$ cat src/rtl/pwm_capture.sv
// PWM input capture: measures high time and period of pwm_in in step ticks,
// publishing once per period with a one-cycle valid strobe and flagging stuck inputs.
module pwm_capture #(
    parameter int N = 8
) (
    input  logic         clk,
    input  logic         rst,
    input  logic         ena,
    input  logic         step,
    input  logic         pwm_in,
    output logic [N-1:0] high_count,
    output logic [N-1:0] period,
    output logic         valid,
    output logic         stuck
);

    typedef enum logic [1:0] {
        IDLE,
        HIGH,
        LOW,
        STUCK
    } state_t;

    localparam logic [N-1:0] CNT_MAX = '1;

    logic         r_s1, r_s2, r_s3;
    state_t       r_state;
    logic [N-1:0] r_pcnt, r_hcnt;
    logic [N-1:0] r_high_count, r_period;
    logic         r_valid, r_stuck;

    logic         w_rise, w_fall;
    logic [N-1:0] w_pcnt_inc, w_hcnt_inc;
    logic [N-1:0] w_pcnt_load, w_hcnt_load;

    assign w_rise = r_s2 & ~r_s3;
    assign w_fall = ~r_s2 & r_s3;

    // Saturating increments: a missing edge parks the counter at CNT_MAX.
    assign w_pcnt_inc  = (step && r_pcnt != CNT_MAX) ? r_pcnt + 1'b1 : r_pcnt;
    assign w_hcnt_inc  = (step && r_s2 && r_hcnt != CNT_MAX) ? r_hcnt + 1'b1 : r_hcnt;
    assign w_pcnt_load = {{(N-1){1'b0}}, step};
    assign w_hcnt_load = {{(N-1){1'b0}}, step & r_s2};

    // NOTE: s1/s2 form the metastability synchronizer; s3 only delays s2 so that
    // both edge detectors see the same latency. Runs regardless of ena.
    always_ff @(posedge clk or posedge rst) begin
        if (rst) begin
            r_s1 <= 1'b0;
            r_s2 <= 1'b0;
            r_s3 <= 1'b0;
        end else begin
            r_s1 <= pwm_in;
            r_s2 <= r_s1;
            r_s3 <= r_s2;
        end
    end

    // NOTE: state and counters use non-blocking assignments so every branch reads
    // the pre-edge values; publish therefore captures counts before the reload.
    always_ff @(posedge clk or posedge rst) begin
        if (rst) begin
            r_state      <= IDLE;
            r_pcnt       <= '0;
            r_hcnt       <= '0;
            r_high_count <= '0;
            r_period     <= '0;
            r_valid      <= 1'b0;
            r_stuck      <= 1'b0;
        end else begin
            r_valid <= 1'b0;
            if (!ena) begin
                r_state <= IDLE;
                r_pcnt  <= '0;
                r_hcnt  <= '0;
                r_stuck <= 1'b0;
            end else begin
                case (r_state)
                    IDLE: begin
                        if (w_rise) begin
                            r_state <= HIGH;
                            r_pcnt  <= w_pcnt_load;
                            r_hcnt  <= w_hcnt_load;
                        end
                    end
                    HIGH, LOW: begin
                        if (r_state == LOW && w_rise) begin
                            r_high_count <= r_hcnt;
                            r_period     <= r_pcnt;
                            r_valid      <= 1'b1;
                            r_state      <= HIGH;
                            r_pcnt       <= w_pcnt_load;
                            r_hcnt       <= w_hcnt_load;
                        end else if (r_pcnt == CNT_MAX) begin
                            // Timeout: report as duty 0 or full duty depending on level.
                            r_high_count <= r_s2 ? CNT_MAX : '0;
                            r_period     <= CNT_MAX;
                            r_valid      <= 1'b1;
                            r_stuck      <= 1'b1;
                            r_state      <= STUCK;
                            r_pcnt       <= '0;
                            r_hcnt       <= '0;
                        end else begin
                            r_pcnt <= w_pcnt_inc;
                            r_hcnt <= w_hcnt_inc;
                            if (r_state == HIGH && w_fall) begin
                                r_state <= LOW;
                            end
                        end
                    end
                    STUCK: begin
                        if (w_rise) begin
                            r_state <= HIGH;
                            r_stuck <= 1'b0;
                            r_pcnt  <= w_pcnt_load;
                            r_hcnt  <= w_hcnt_load;
                        end else if (w_fall) begin
                            r_state <= IDLE;
                            r_stuck <= 1'b0;
                        end
                    end
                    default: r_state <= IDLE;
                endcase
            end
        end
    end

    assign high_count = r_high_count;
    assign period     = r_period;
    assign valid      = r_valid;
    assign stuck      = r_stuck;

endmodule

$ cat config.mk
export PLATFORM = sky130hd
export DESIGN_NAME = pwm_capture
export DESIGN_NICKNAME = d
export VERILOG_FILES = /design/src/rtl/pwm_capture.sv
export SDC_FILE = /design/constraint.sdc
export NUM_CORES = 1
export LEC_CHECK = 0
export BUFFER_PORTS_ARGS = -buffer_cell sky130_fd_sc_hd__clkbuf_2
export CAP_MARGIN = 25
export CORE_MARGIN = 1
export CORE_UTILIZATION = 30
export DETAILED_ROUTE_END_ITERATION = 16
export GPL_ROUTABILITY_DRIVEN = 0
export PLACE_DENSITY = 0.44
export SLEW_MARGIN = 20
export SYNTH_ARGS = -nofsm -noshare
export SYNTH_HDL_FRONTEND = slang
export SYNTH_SLANG_ARGS = --single-unit
$ cat constraint.sdc
create_clock -name clk -period 2.2 [get_ports clk]
set_input_delay 0 -clock clk [delete_from_list [all_inputs] [get_ports clk]]
set_output_delay 0 -clock clk [all_outputs]
set_load 0.03 [all_outputs]
==> flow_summary.yaml <==
run:
  cap_viol_max_count: 0
cells_and_area:
  stdcell_count: 349
  nets: 263
  layout-drive-gt1-share: 0.265
  n_antenna_cell: 0
  area_growth_pct: 21.3
drt:
  highest_layer: "met4"
  drt_wl_total_um: 5100
  wl_met3_um: 194
  antenna_left: 0
  firstDrtPassIters: 4
  drc: 0
  vias: 1759
  viasPerCell: 5.04
  wl_met2_um: 2200
  wl_met1_um: 2640
  wl_per_cell_um: 14.6
  drtIter0Drc: 55
pwr:
  ir_drop_uv: 552
  leakage_uw: 0.00120
  p_per_area_nw_per_um2: 1070
timing:
  hold_violations: 0
  fin_crit_ps: 2070
  period_share: 0.940
  grt_setup_unrepaired: "no"
  tightest_slew_ps: 544
  slew_headroom: 0.637
  finClkSkew_ps: 9.64
  fin_tns_setup_ps: 0
  maxSlewViolCount: 0
  fmax_ghz: 0.483
  setup_viol: 0
yosys:
  synth_area_um2: 2160
  syn-num-nets: 222
  ys_ff_latch: 39
  yosys_most_used_dff: "dfrtp_1"
  syn-instance-count: 211
  ys_seq_area_frac: 0.451
  synth_edf_count: 0
  yosys_warnings: 0
  synth_area_per_cell_um2: 10.3
  ys_types: 54
  async_reset_ff_frac: 1.00
min_path:
  min-delay-start: "ena"
  hp-class: "primary input to register"
  min_to: "stuck"
  holdPathStages: 3
place:
  dp_cells: 339
  io_buffer_count: 22
  hpwl_um: 3730
setup_path:
  crit_fanout: 6
  rrSetupSlack_ps: 130
  end_kind: "register"
  cp_data_required_time_ps: 2390
  start_kind: "register"
  rr_worst_depth: 6
  r2r-start: "r_state[1]"
  worstSetupPathType: "register to register"
  startpoint: "r_state[1]"
  arrival_ps: 2250
  r2r_end: "r_state[0]"
die:
  die_w_um: 86.9
  core_um2: 6870
  dieArea_um2: 7560
  pin_count: 23
  rows: 30
  start_util: 0.315
  die_h_um: 86.9
run_status:
  status: "finished, final reports clean"
clocking:
  clkLatencyLatePin_ps: 290
  htree_num_levels: 2
  cts_tree: "yes"
  cts_setup_buffers: 0
  cts_buffers: 5
  clock_sinks: 39
  clock_path_buffers: 2
  path_clk_slew_ps: 80
  clockRootBuffer: "clkbuf_8"
global_routing:
  antenna_found_initial: 0
  grt_pass1_vias: 1651
  grt_pass1_wl_um: 8540
  grt_max_degree: 40
  grt_overflow: 0
  gr-usage-all-layers: 0.149
==> power by group <==
| group | internal [µW] | switching [µW] | total (µW) |
|---|---|---|---|
| Combinational | 491 | 727 | 1220 |
| Sequential | 862 | 99.1 | 962 |
| Clock | 367 | 262 | 629 |
==> flip-flops by register name (all words and copies together) (netlist names) <==
register	flops
r_state	2
valid	1
r_s2	1
r_pcnt	8
r_s1	1
high_count	8
stuck	1
r_hcnt	8
r_s3	1
period	8
==> layout make-up <==
type,instances,area [µm²]
fillers,716,4250
clock buffers,6,82.6
repair buffers,45,288
multi-input cells,151,1080
flip-flops and latches,39,976
inverters,10,37.5
well taps,96,120
clock inverters,2,35.0
==> cell families (layout without fill, tap and decap cells) <==
group / after synthesis / after routing / synth area share
AO/OA/AOI/OAI: 72 / 72 / 0.258
XOR/XNOR: 2 / 2 / 0.00810
AND/OR/NAND/NOR: 63 / 63 / 0.158
adder cells (fa/ha/maj): 6 / 6 / 0.0347
buffers and inverters: 21 / 63 / 0.0480
multiplexers: 8 / 8 / 0.0416
flip-flops: 39 / 39 / 0.451
==> repair_timing <==
item | CTS | global route
endpoints found under the hold margin | 40 | 0
gates resized for setup | 0 | 1
setup endpoints to repair | 0 | 8
hold buffers | 2 | 0
==> stage by stage <==
stage | cell area [µm²] | util | hold slack [ps] | setup slack, ps | power, µW
finish | 2620 | 0.382 | 74.9 | 132 | 2810
global route | 2620 | 0.382 | 112 | 1.28 | 3020
CTS | 2620 | 0.382 | 77.6 | 60.7 | 2850
detailed placement | 2480 | 0.362 | 110 | 72.8 | 2200
global placement | 2480 | 0.362 | 109 | 118 | 2210
floorplan | 2160 | - | 31.4 | 236 | 1810
==> cell usage after synthesis (all sizes together) (2+ instances only) <==
| library cell | n | share of area |
|---|---|---|
| nor3 | 3 | 0.0069 |
| clkbuf | 4 | 0.0075 |
| and2 | 3 | 0.0087 |
| xor2 | 2 | 0.0081 |
| nand3 | 10 | 0.023 |
| ha | 6 | 0.035 |
| nor2 | 9 | 0.016 |
| o22a | 9 | 0.036 |
| or4 | 3 | 0.010 |
| mux2 | 8 | 0.042 |
| and3b | 2 | 0.0081 |
| and3 | 2 | 0.0058 |
| a211oi | 3 | 0.016 |
| o31ai | 7 | 0.024 |
| a21o | 6 | 0.021 |
| inv | 10 | 0.017 |
| buf | 7 | 0.023 |
| o22ai | 3 | 0.0087 |
| a21oi | 10 | 0.028 |
| o21ai | 10 | 0.023 |
| nand3b | 2 | 0.0069 |
| o41ai | 2 | 0.0081 |
| nand2 | 16 | 0.031 |
| nand2b | 3 | 0.0087 |
| or2 | 2 | 0.0058 |
| a31oi | 5 | 0.014 |
| o32ai | 2 | 0.0081 |
| a211o | 2 | 0.0081 |
| nand4 | 2 | 0.0058 |
| o211ai | 3 | 0.010 |
| dfrtp | 39 | 0.45 |
==> cell usage in the layout, fill, tap and decap left out, types with 6 or more instances in the layout <==
cell type	Yosys	routed
dfrtp_1	39	39
clkbuf_2	1	22
buf_4	4	21
nand2_1	15	15
o21ai_0	10	10
nand3_1	10	10
inv_1	10	10
a21oi_1	9	9
nor2_1	9	9
o22a_1	9	9
mux2_2	8	8
o31ai_1	7	7
a21o_1	6	6
ha_1	6	6
clkbuf_8	0	6
==> critical path, cell delays in order, from the launching register on <==
cell and delay, ps:
dfrtp_1 390, inv_1 80, ha_1 420, nand2_4 110, a211o_1 350, o32ai_1 210, mux2_2 380
==> worst max path at each step <==
stage | cells after the start | end
after detailed placement | 6 | r_state[0]
after global placement | 6 | r_state[0]
final | 6 | r_state[0]
after global routing | 6 | r_hcnt[0]
after CTS | 6 | r_state[0]
after floorplan | 7 | r_state[0]
==> metal layers <==
layer,global-route usage,up-vias
met2,0.223,38
met1,0.211,835
met5,0,-
li1,-,882
met3,0.0341,4
met4,0.0500,0
No activity file was read; power rests on OpenSTA's default activity.
